<file path="src/rtl/seq_shift_add_multiplier.sv">
// seq_shift_add_multiplier: iterative radix-2 shift-and-add multiplier around one adder.
// Optional signed support (isSigned port, FIXUP state) is enabled by defining SEQ_MUL_SIGNED_EN.
module adder #(
    parameter int    GATE_DELAY = 50,
    parameter int    BIT_WIDTH  = 64,
    parameter string METHOD     = "RTL"
) (
    input  logic [BIT_WIDTH-1:0] in1,
    input  logic [BIT_WIDTH-1:0] in2,
    input  logic                 cIn,
    output logic [BIT_WIDTH-1:0] sum,
    output logic                 cOut
);
    // GATE_DELAY only matters to timing models; a negative value selects the behavioural adder
    if (METHOD == "RIPPLECARRY" && GATE_DELAY >= 0) begin : g_ripple
        logic [BIT_WIDTH:0] c;
        assign c[0] = cIn;
        for (genvar i = 0; i < BIT_WIDTH; i++) begin : g_bit
            assign sum[i]   = in1[i] ^ in2[i] ^ c[i];
            assign c[i + 1] = (in1[i] & in2[i]) | (c[i] & (in1[i] ^ in2[i]));
        end
        assign cOut = c[BIT_WIDTH];
    end else begin : g_rtl
        assign {cOut, sum} = {1'b0, in1} + {1'b0, in2} + {{BIT_WIDTH{1'b0}}, cIn};
    end
endmodule

module seq_shift_add_multiplier #(
    parameter int    GATE_DELAY = 50,
    parameter int    BIT_WIDTH  = 64,
    parameter string ADD_METHOD = "RTL"
) (
    input  logic                   clk,
    input  logic                   reset,
    input  logic                   inValid,
    output logic                   inReady,
    input  logic [BIT_WIDTH-1:0]   multiplicand,
    input  logic [BIT_WIDTH-1:0]   multiplier,
`ifdef SEQ_MUL_SIGNED_EN
    input  logic                   isSigned,
`endif
    output logic                   outValid,
    input  logic                   outReady,
    output logic [2*BIT_WIDTH-1:0] product,
    output logic                   busy
);
    localparam int CW = $clog2(BIT_WIDTH);
    localparam logic [1:0] IDLE = 2'd0;
    localparam logic [1:0] BUSY = 2'd1;
    localparam logic [1:0] DONE = 2'd2;
`ifdef SEQ_MUL_SIGNED_EN
    localparam logic [1:0] FIXUP = 2'd3;
`endif
    logic [1:0]           state;
    logic [BIT_WIDTH-1:0] acc_hi, acc_lo, mcand, addend, sum, op_a, op_b;
    logic                 c_out, last;
    logic [CW-1:0]        count;
`ifdef SEQ_MUL_SIGNED_EN
    logic neg_flag;
    // magnitudes fit unsigned, so the most-negative operand needs no special case
    assign op_a = (isSigned && multiplicand[BIT_WIDTH-1]) ? -multiplicand : multiplicand;
    assign op_b = (isSigned && multiplier[BIT_WIDTH-1]) ? -multiplier : multiplier;
`else
    assign op_a = multiplicand;
    assign op_b = multiplier;
`endif
    assign addend   = acc_lo[0] ? mcand : '0;
    assign last     = count == CW'(BIT_WIDTH - 1);
    assign inReady  = state == IDLE;
    assign outValid = state == DONE;
    assign busy     = state != IDLE;
    assign product  = {acc_hi, acc_lo};

    adder #(.GATE_DELAY(GATE_DELAY), .BIT_WIDTH(BIT_WIDTH), .METHOD(ADD_METHOD)) u_adder (
        .in1(acc_hi), .in2(addend), .cIn(1'b0), .sum(sum), .cOut(c_out)
    );

    always_ff @(posedge clk) begin
        if (reset) begin
            state  <= IDLE;
            acc_hi <= '0;
            acc_lo <= '0;
            mcand  <= '0;
            count  <= '0;
`ifdef SEQ_MUL_SIGNED_EN
            neg_flag <= 1'b0;
`endif
        end else begin
            case (state)
                IDLE: if (inValid) begin
                    mcand  <= op_a;
                    acc_lo <= op_b;
                    acc_hi <= '0;
                    count  <= '0;
`ifdef SEQ_MUL_SIGNED_EN
                    neg_flag <= isSigned & (multiplicand[BIT_WIDTH-1] ^ multiplier[BIT_WIDTH-1]);
`endif
                    state  <= BUSY;
                end
                BUSY: begin
                    // carry-out becomes the new top bit as the accumulator shifts right
                    {acc_hi, acc_lo} <= {c_out, sum, acc_lo[BIT_WIDTH-1:1]};
                    count <= count + 1'b1;
`ifdef SEQ_MUL_SIGNED_EN
                    if (last) state <= FIXUP;
`else
                    if (last) state <= DONE;
`endif
                end
`ifdef SEQ_MUL_SIGNED_EN
                FIXUP: begin
                    if (neg_flag) {acc_hi, acc_lo} <= -{acc_hi, acc_lo};
                    state <= DONE;
                end
`endif
                DONE: if (outReady) state <= IDLE;
                default: state <= IDLE;
            endcase
        end
    end
endmodule

</file>
<file path="config.mk">
export PLATFORM = sky130hd
export DESIGN_NAME = seq_shift_add_multiplier
export DESIGN_NICKNAME = d
export VERILOG_FILES = /design/src/rtl/seq_shift_add_multiplier.sv
export SDC_FILE = /design/constraint.sdc
export NUM_CORES = 1
export LEC_CHECK = 0
export BUFFER_PORTS_ARGS = -buffer_cell sky130_fd_sc_hd__buf_2
export CORE_MARGIN = 2
export CORE_UTILIZATION = 55
export CTS_BUF_LIST = sky130_fd_sc_hd__clkbuf_4 sky130_fd_sc_hd__clkbuf_8 sky130_fd_sc_hd__clkbuf_16
export DETAILED_ROUTE_END_ITERATION = 7
export GPL_ROUTABILITY_DRIVEN = 0
export PLACE_DENSITY = 0.84
export SLEW_MARGIN = 20
export SYNTH_ARGS = -nofsm -noshare
export SYNTH_HDL_FRONTEND = slang
export SYNTH_SLANG_ARGS = --single-unit
</file>
<file path="constraint.sdc">
create_clock -name clk -period 3.5 [get_ports clk]
set_input_delay 0.7 -clock clk [delete_from_list [all_inputs] [get_ports clk]]
set_output_delay 0.7 -clock clk [all_outputs]
set_load 0.05 [all_outputs]
</file>
==> impl_metrics.py, run 1 <==
metrics = {
    "logic_synthesis": {
        "synth_largest_area_cell": "dfxtp_1",
        "syn_area_per_cell_um2": 7.48,
        "synth_edf_count": 0,
        "synth_common_cells": "377 x nand2_1, 200 x dfxtp_1, 179 x a21oi_1",
        "syn-num-nets": 1766,
        "synth_cells": 1568,
        "synth_area_leaders": "dfxtp_1 34%, nand2_1 12%, a21oi_1 7.6%",
        "ys_seq_area_share_pct": 34.2,
        "ys_ff_latch": 200,
        "synth_top_flop_cell": "dfxtp_1",
        "synthesis.area_um2": 11700,
        "yosysTopAreaCellShare_pct": 34.2,
        "yosysWarnings": 0,
        "ys_async_sr_fraction_pct": 0,
        "synth_cell_type_count": 66,
        "synth.most_common_cell": "nand2_1",
    },
    "global_route": {
        "antenna_found_initial": 5,
        "grt_pass1_wl_um": 54300,
        "track_usage_pct": 29.5,
        "grt_pass1_vias": 11203,
        "gr-total-overflow": 0,
        "grt_max_degree": 130,
    },
    "routing": {
        "route.vias.total": 12133,
        "drtIter0Drc": 956,
        "post_drt_wl_per_cell_um": 16.5,
        "wl_met3_um": 2980,
        "top_layer_used": "met5",
        "routed_wl_um": 33900,
        "drcViolationCount": 0,
        "first_pass_iters": 6,
        "wl_met2_um": 16000,
        "viasPerCell": 5.90,
        "drtAntennaViolNets": 0,
        "wl_met1_um": 14200,
    },
    "run": {
        "maxCapViolCount": 0,
    },
    "setup_path": {
        "r2r_start": "acc_lo[0]$_SDFFE_PP0P_",
        "path_cells": "buf_4, and2_1, ha_1, nand2_1, o21ai_0, nand3_1, o211ai_2, o2111ai_2, a211oi_1, o21ai_1, a21oi_2, xnor2_1, o21ai_1",
        "cp_slowest_cell": "a211oi_1",
        "cp_top_family": "compound AO/OA/AOI/OAI gates",
        "worst-path-max-fanout": 18,
        "crit_buf_inv": 1,
        "r2r_cells": 13,
        "critPathMaxStageDelay_ns": 0.43,
        "start_kind": "register",
        "end_kind": "register",
        "cp_common_cell": "o21ai_1",
        "reg2reg_to": "acc_hi[58]$_SDFFE_PP0P_",
        "crit_required_ns": 3.80,
        "path_class": "register to register",
        "reg2reg_slack_ns": 0.18,
        "cp.arrival_ns": 3.62,
    },
    "clocking": {
        "htreeDepth": 4,
        "cts_buffers": 17,
        "clk_latency_ns": 0.45,
        "cts_tree": "done",
        "cts-root-buf": "clkbuf_16",
        "cts_buffer_depth": 2,
        "path_clk_slew_ns": 0.07,
        "cts_sinks": 200,
    },
    "floorplan": {
        "core_area_um2": 21000,
        "die_h_um": 150,
        "die-area_um2": 22500,
        "die_x_um": 150,
        "rows": 53,
        "initial_utilization_pct": 55.9,
        "ios": 263,
    },
    "finish": {
        "finalNetCount": 1965,
        "postLayoutCellArea_um2": 13800,
        "area_growth_pct": 17.9,
        "fillers": 1831,
        "drive_gt1_share_pct": 19.7,
        "fin_util_pct": 66.0,
    },
    "pwr": {
        "ir_worst_vdd_v": 0.000299,
        "powerDensity_nw_per_um2": 390,
        "p_leak_nw": 6.13,
    },
    "worst_hold_path": {
        "min_path_type": "register to register",
        "min_to": "mcand[61]$_SDFFE_PP0P_",
        "hold_start": "mcand[61]$_SDFFE_PP0P_",
        "min_path_cells": 2,
    },
    "sta": {
        "setup_ws_ns": 0.175,
        "fin_crit_sh_pct": 95.0,
        "rsz0062_at_grt": "false",
        "report.final.slew_viol_count": 0,
        "relSlewSlack_pct": 40.3,
        "finalHoldViolCount": 0,
        "setup_viol": 0,
        "worst_pin_slew_ns": 0.896,
        "finClkSkew_ns": 0.0168,
        "fmax_mhz": 301,
        "min_period_ns": 3.32,
        "tns_ns": 0,
    },
    "placed_design": {
        "dp_hpwl_um": 24500,
        "dp_slack_ns": 0.235,
        "place_area_um2": 13200,
        "port-buffer-count": 262,
    },
    "outcome": {
        "status": "finished, final reports clean",
    },
}
-- worst min-delay path, stage by stage (launching register included) --
cell and delay, ns:
dfxtp_1 0.31, nand2_1 0.05, a21oi_1 0.05
-- placed cells by master, fill, tap and decap left out, types with 4 or more instances in the layout --
cell,count
a311oi_1,64
or3_1,8
o21ai_1,15
nand4_1,15
a211oi_1,7
o211ai_1,6
nand3_1,43
o21ai_2,4
inv_6,4
a21boi_0,4
nand2b_1,7
nand2_1,376
buf_2,261
buf_4,21
xnor2_1,34
o21ai_0,57
and2_1,65
nor3_1,12
xor2_1,22
clkbuf_16,17
ha_1,65
a21o_1,32
and3_1,11
dfxtp_1,200
a31oi_1,13
o21bai_1,16
o21a_1,9
inv_1,20
a21oi_1,179
nor2_1,121
-- how the worst max path moves through the flow --
stage / startpoint / to / slack, ns / depth (start not counted)
floorplan: acc_lo[0]$_SDFFE_PP0P_ / acc_hi[60]$_SDFFE_PP0P_ / 0.02 / 15
CTS: acc_lo[0]$_SDFFE_PP0P_ / acc_hi[38]$_SDFFE_PP0P_ / 0.22 / 14
finish: acc_lo[0]$_SDFFE_PP0P_ / acc_hi[58]$_SDFFE_PP0P_ / 0.18 / 13
global route: acc_lo[0]$_SDFFE_PP0P_ / acc_hi[58]$_SDFFE_PP0P_ / 0.004 / 13
global placement: acc_lo[0]$_SDFFE_PP0P_ / acc_hi[42]$_SDFFE_PP0P_ / 0.32 / 14
detailed placement: acc_lo[0]$_SDFFE_PP0P_ / acc_hi[38]$_SDFFE_PP0P_ / 0.23 / 14
-- logic make-up after synthesis --
logic type / share of synthesized area, %
flip-flops: 34.2
AND/OR/NAND/NOR: 25.3
adder cells (fa/ha/maj): 7.11
buffers and inverters: 4.26
AO/OA/AOI/OAI: 25.0
XOR/XNOR: 4.18
-- flip-flops by register name, summed over array words and instances (netlist names) --
signal,flops
acc_hi,64
acc_lo,64
mcand,64
count,6
state,2
-- through the flow --
stage                     total power, mW  cells  hold WS [ns]
final                                5.40   2058         0.452
after global routing                 5.60   2055         0.464
after CTS                            5.43   2055         0.453
after detailed placement             3.42   2023         0.444
after global placement               3.40   2023         0.439
after floorplan                      3.14   1568         0.432
-- final cells by class --
class | instances | area, um2 | share of cell area [%]
Antenna cell | 3 | 7.51 | 0.0543
Clock buffer | 17 | 425 | 3.08
Clock inverter | 15 | 178 | 1.29
Inverter | 20 | 75.1 | 0.543
Multi-Input combinational cell | 1242 | 7250 | 52.5
Sequential cell | 200 | 4000 | 29.0
Tap cell | 275 | 344 | 2.49
Timing Repair Buffer | 286 | 1540 | 11.1
-- routing by layer --
layer / GRT usage, % / vias up
met5: 0 / -
met4: 9.72 / 4
met3: 6.59 / 72
met2: 49.4 / 553
met1: 37.6 / 5630
li1: - / 5874
-- repair_timing --
item | CTS | global route
endpoints found under the hold margin | 0 | 0
buffers inserted | 0 | 0
endpoints found under the setup margin | 0 | 4
hold buffers | 0 | 0
resized for setup | 0 | 3
-- report_power, final --
part | internal (mW) | leakage (nW) | switching, mW
Clock | 1.03 | 0.293 | 1.00
Sequential | 2.39 | 1.64 | 0.0855
Combinational | 0.257 | 4.20 | 0.638
Total | 3.67 | 6.13 | 1.72
(Power assumes the default switching activity.)
==> run 2: changes to the inputs <==
clock period = 3.6 ns   (was 3.5 ns; I/O delays follow)
==> run 2 against run 1 <==
Against the previous run:
- flip-flop and latch count is the same
- first-iteration DRC count shrank 13%
- power down 0.28%
- setup slack improved by 0.022 ns
- clock power increased by 4%
- cell count shrank 0.53%
- cell area about the same
- global-route usage shrank 0.71 points
- register-to-register slack better by 0.02 ns
- sequential share of layout area is essentially flat
- wire length down 0.90%
- largest power group unchanged
- highest routed layer unchanged
==> impl_metrics.py, run 2 (synthesis results as in run 1) <==
metrics = {
    "outcome": {
        "status": "finished, final reports clean",
    },
    "clocking": {
        "cts_tree": "done",
        "cts-hold-fix-buffers": 0,
        "cts_buffer_depth": 2,
        "cts_buffers": 17,
        "htreeDepth": 4,
        "post_cts_buffers": 0,
        "cts-root-buf": "clkbuf_16",
        "path_clk_slew_ns": 0.08,
        "clk_latency_ns": 0.44,
        "cts_sinks": 200,
        "cts_resized": 0,
    },
    "finish": {
        "area_growth_pct": 17.9,
        "finalNetCount": 1954,
        "final_cell_mix": "376 x nand2_1, 261 x buf_2, 199 x dfxtp_1, 179 x a21oi_1, 121 x nor2_1",
        "top_regs": "acc_hi x64, acc_lo x64, mcand x64",
        "final_common_cell": "nand2_1",
        "drive_gt1_share_pct": 19.2,
        "fin_cells": 2047,
        "fillers": 1865,
    },
    "global_route": {
        "grt_pass1_wl_um": 53400,
        "antenna_found_initial": 5,
        "grt_pass1_vias": 11086,
        "gr-total-overflow": 0,
        "track_usage_pct": 28.8,
        "grt_max_degree": 130,
    },
    "sta": {
        "fin_crit_sh_pct": 94.5,
        "worst_pin_slew_ns": 1.05,
        "finClkSkew_ns": 0.0152,
        "rsz0062_at_grt": "false",
        "report.final.slew_viol_count": 0,
        "setup_viol": 0,
        "relSlewSlack_pct": 29.7,
        "min_period_ns": 3.40,
        "finalHoldViolCount": 0,
        "fmax_mhz": 294,
        "tns_ns": 0,
    },
    "setup_path": {
        "critPathMaxStageDelay_ns": 0.39,
        "end_kind": "register",
        "cp_slowest_cell": "dfxtp_4",
        "path_cells": "buf_12, and2_1, ha_1, a21oi_1, o21ai_0, or3_1, o21ai_1, o21ba_2, a2bb2oi_4, a31oi_1, o21a_1, xor2_1, o21ai_1",
        "cp_common_cell": "o21ai_1",
        "cp_top_family": "compound AO/OA/AOI/OAI gates",
        "crit_required_ns": 3.90,
        "cp.arrival_ns": 3.71,
        "crit_buf_inv": 1,
        "start_kind": "register",
        "path_class": "register to register",
        "worst-path-max-fanout": 31,
    },
    "routing": {
        "route.vias.total": 12018,
        "post_drt_wl_per_cell_um": 16.4,
        "drtIter0Drc": 829,
        "drcViolationCount": 0,
        "routed_wl_um": 33600,
        "viasPerCell": 5.87,
        "first_pass_iters": 5,
        "drtAntennaViolNets": 0,
    },
    "worst_hold_path": {
        "min_path_type": "register to register",
    },
    "pwr": {
        "powerDensity_nw_per_um2": 390,
        "p_clk_share_pct": 39.2,
        "sequentialPowerShare_pct": 44.7,
        "p_comb_share_pct": 16.1,
        "p_leak_nw": 6.10,
        "p_int_mw": 3.72,
        "switching_share_pct": 30.8,
        "power.switching_mw": 1.66,
        "ir_worst_vdd_v": 0.000291,
    },
    "floorplan": {
        "die_h_um": 150,
        "ios": 263,
        "die_x_um": 150,
        "rows": 53,
        "initial_utilization_pct": 55.9,
        "die-area_um2": 22500,
        "core_area_um2": 21000,
    },
    "placed_design": {
        "dp_hpwl_um": 23600,
        "port-buffer-count": 262,
        "place_inst": 2011,
    },
    "run": {
        "maxCapViolCount": 0,
    },
}
==> run 2: cell count changes in the layout (fill, tap and decap cells not counted), sizes merged <==
cell,previous run,this run
buf,286,274
bufinv,1,3
clkbuf,17,19
clkinv,6,3
==> run 2: worst paths after layout <==
| path | start | end | slack [ns] | cells past startpoint |
|---|---|---|---|---|
| setup / recovery | acc_lo[0]$_SDFFE_PP0P_ | acc_hi[55]$_SDFFE_PP0P_ | 0.20 | 13 |
| hold / removal | mcand[28]$_SDFFE_PP0P_ | mcand[28]$_SDFFE_PP0P_ | 0.45 | 2 |
| setup reg to reg | acc_lo[0]$_SDFFE_PP0P_ | acc_hi[55]$_SDFFE_PP0P_ | 0.20 | 13 |
| hold reg to reg | mcand[28]$_SDFFE_PP0P_ | mcand[28]$_SDFFE_PP0P_ | 0.45 | 2 |
==> run 2: area by class of cell <==
class	count	area, um2	share of cell area (%)
Multi-Input combinational cell	1242	7260	52.6
Sequential cell	200	4010	29.0
Timing Repair Buffer	275	1480	10.7
Clock buffer	18	439	3.18
Tap cell	275	344	2.49
Clock inverter	14	203	1.47
Inverter	20	75.1	0.543
Antenna cell	3	7.51	0.0543
==> run 2: power by group through the flow <==
| stage | combinational (mW) | sequential [mW] | clock (mW) |
|---|---|---|---|
| after floorplan | 0.373 | 2.68 | 0 |
| after global placement | 0.845 | 2.45 | 0 |
| after detailed placement | 0.861 | 2.45 | 0 |
| after CTS | 0.863 | 2.41 | 2.12 |
| after global routing | 0.936 | 2.42 | 2.21 |
| final | 0.867 | 2.41 | 2.11 |
==> run 2: stage by stage <==
stage / cell area, um2 / setup WS, ns / utilization, % / power (mW) / hold slack (ns)
detailed placement: 13100 / 0.222 / 62.6 / 3.32 / 0.443
finish: 13800 / 0.197 / 65.9 / 5.38 / 0.451
global placement: 13100 / 0.351 / 62.6 / 3.30 / 0.439
global route: 13800 / 0.0417 / 65.9 / 5.57 / 0.470
floorplan: 11700 / 0.125 / - / 3.05 / 0.432
CTS: 13800 / 0.161 / 65.7 / 5.39 / 0.453
==> run 2: worst min-delay path: cells and delay by family (launching register included) <==
kind / cells / cell delay, ns
flip-flops: 1 / 0.31
AO/OA/AOI/OAI: 1 / 0.05
AND/OR/NAND/NOR: 1 / 0.05
==> run 2: routing by layer <==
metal	vias to the layer above	GRT usage [%]	wire length (um)
met1	5622	36.9	14400
met5	-	0	30
met2	466	47.5	15700
met4	4	8.54	811
li1	5846	-	-
met3	80	7.53	2650
==> run 3: changes to the inputs <==
CORE_UTILIZATION = 50   (was 55)
PLACE_DENSITY = 0.81   (was 0.84)
clock period = 2.72 ns   (was 3.6 ns; I/O delays follow)
==> run 3 against run 2 <==
Against the previous run:
- the run now ends with negative setup slack left
- utilization is 3.2 points higher
- maximum frequency grew 11%
- die area increased by 9.7%
- non-clock buffer count up 185
- register-to-register slack lost 0.53 ns
- clock power increased by 26%
- count of clock-buffer cells in the layout unchanged
- cell area rose by 16%
- wire length rose by 16%
- sequential power rose by 32%
- highest routed layer is now met4
==> impl_metrics.py, run 3 (synthesis results as in run 1) <==
metrics = {
    "finish": {
        "fin_util_pct": 69.1,
        "fin_cells": 2275,
        "final_common_cell": "nand2_1",
        "area_growth_pct": 37.1,
        "final_cell_mix": "369 x nand2_1, 261 x buf_2, 198 x dfxtp_1, 190 x buf_4, 150 x a21oi_1",
        "fillers": 1893,
        "top_regs": "acc_hi x64, acc_lo x64, mcand x64",
        "drive_gt1_share_pct": 33.2,
        "finalNetCount": 2139,
    },
    "setup_path": {
        "reg2reg_slack_ns": -0.34,
        "cp_slowest_cell": "or3_4",
        "r2r_start": "acc_lo[0]$_SDFFE_PP0P_",
        "r2r_cells": 11,
        "reg2reg_to": "acc_hi[58]$_SDFFE_PP0P_",
        "crit_required_ns": 3.05,
        "worst-path-max-fanout": 34,
        "start_kind": "register",
        "path_class": "register to register",
        "cp.arrival_ns": 3.38,
        "critPathMaxStageDelay_ns": 0.44,
        "cp_common_cell": "or3_4",
        "end_kind": "register",
        "path_cells": "buf_12, and2_1, ha_1, nand4_1, or3_4, or3_4, a211oi_4, o21ai_2, a21oi_2, xnor2_1, o21ai_1",
    },
    "sta": {
        "setup_ws_ns": -0.335,
        "setup_viol": 35,
        "relSlewSlack_pct": 60.2,
        "finClkSkew_ns": 0.0154,
        "whs_ns": 0.319,
        "rsz0062_at_grt": "true",
        "finalHoldViolCount": 0,
        "fin_crit_sh_pct": 112,
        "min_period_ns": 3.06,
        "fmax_mhz": 327,
        "worst_pin_slew_ns": 0.595,
        "report.final.slew_viol_count": 0,
    },
    "routing": {
        "routed_wl_um": 39100,
        "viasPerCell": 5.74,
        "first_pass_iters": 7,
        "drtAntennaViolNets": 0,
        "drcViolationCount": 0,
        "post_drt_wl_per_cell_um": 17.2,
        "drtIter0Drc": 1049,
        "route.vias.total": 13059,
    },
    "floorplan": {
        "die-area_um2": 24700,
        "ios": 263,
        "rows": 56,
        "initial_utilization_pct": 50.4,
        "die_x_um": 157,
        "die_h_um": 157,
        "core_area_um2": 23300,
    },
    "pwr": {
        "powerDensity_nw_per_um2": 440,
        "ir_worst_vdd_v": 0.000313,
        "power_mw": 7.07,
        "p_leak_nw": 7.06,
    },
    "clocking": {
        "cts_buffers": 17,
        "path_clk_slew_ns": 0.09,
        "cts_sinks": 200,
        "clk_latency_ns": 0.45,
        "cts_buffer_depth": 2,
        "cts-hold-fix-buffers": 0,
        "cts-root-buf": "clkbuf_16",
        "cts_tree": "done",
        "htreeDepth": 4,
    },
    "run": {
        "maxCapViolCount": 0,
    },
    "global_route": {
        "grt_pass1_vias": 12770,
        "gr-total-overflow": 0,
        "grt_max_degree": 124,
        "track_usage_pct": 30.1,
        "antenna_found_initial": 2,
        "grt_pass1_wl_um": 60600,
    },
    "placed_design": {
        "port-buffer-count": 262,
        "place_inst": 2223,
        "dp_hpwl_um": 26600,
    },
    "outcome": {
        "violations": "negative setup slack",
        "status": "finished, violations left",
    },
    "worst_hold_path": {
        "min_path_type": "primary input to register",
        "min_to": "mcand[45]$_SDFFE_PP0P_",
        "hold_start": "multiplicand[45]",
        "min_path_cells": 3,
    },
}
run 3: where the power goes:
group	internal [mW]	total [mW]	leakage, nW	switching [mW]
clock network	1.26	2.65	0.292	1.38
registers	3.08	3.19	1.64	0.113
logic	0.381	1.23	5.13	0.849
total	4.72	7.07	7.06	2.35
run 3: how the worst max path moves through the flow:
stage          slack [ns]                       to  cells past startpoint              startpoint
2_1_floorplan       -0.33  acc_hi[60]$_SDFFE_PP0P_                     15  acc_lo[0]$_SDFFE_PP0P_
3_3_place_gp        -0.24  acc_hi[57]$_SDFFE_PP0P_                     14  acc_lo[0]$_SDFFE_PP0P_
3_5_place_dp        -0.32  acc_hi[60]$_SDFFE_PP0P_                     13  acc_lo[0]$_SDFFE_PP0P_
4_1_cts             -0.24  acc_hi[38]$_SDFFE_PP0P_                     13  acc_lo[0]$_SDFFE_PP0P_
5_1_grt             -0.42  acc_hi[63]$_SDFFE_PP0P_                     15  acc_lo[0]$_SDFFE_PP0P_
6_report            -0.34  acc_hi[58]$_SDFFE_PP0P_                     11  acc_lo[0]$_SDFFE_PP0P_
run 3: stage by stage:
step / setup TNS [ns] / setup slack, ns / cell area, um2
final: -5.78 / -0.335 / 16100
after global routing: -10.72 / -0.422 / 16100
after CTS: -3.57 / -0.243 / 15800
after detailed placement: -5.46 / -0.320 / 14700
after global placement: -3.60 / -0.237 / 14700
after floorplan: -3.85 / -0.333 / 12100
run 3: worst max-delay path: cells and delay by family (launching register included):
family | cells | cell delay [ns]
AND/OR/NAND/NOR | 4 | 1.20
AO/OA/AOI/OAI | 4 | 0.73
flip-flops | 1 | 0.37
adder cells (fa/ha/maj) | 1 | 0.32
buffers and inverters | 1 | 0.16
XOR/XNOR | 1 | 0.14
run 3: cell type report:
class | count | area, um2 | area share (%)
Antenna cell | 2 | 5.00 | 0.0311
Clock buffer | 18 | 433 | 2.69
Clock inverter | 14 | 174 | 1.08
Inverter | 20 | 75.1 | 0.467
Multi-Input combinational cell | 1242 | 8090 | 50.4
Sequential cell | 200 | 4010 | 24.9
Tap cell | 319 | 399 | 2.48
Timing Repair Buffer | 460 | 2890 | 18.0
run 3: what timing repair did:
| action | CTS | global route |
|---|---|---|
| buffers inserted | 11 | 7 |
| resized for setup | 75 | 55 |
| pin swaps | 21 | 23 |
| setup endpoints to repair | 38 | 48 |
run 3: metal layers:
| layer | global-route usage [%] | up-vias | part of all wire (%) |
|---|---|---|---|
| met3 | 5.86 | 125 | 7.2 |
| met1 | 35.8 | 6141 | 40 |
| met4 | 12.7 | 0 | 3.8 |
| met5 | 0 | - | 0 |
| met2 | 53.0 | 573 | 49 |
| li1 | - | 6220 | - |
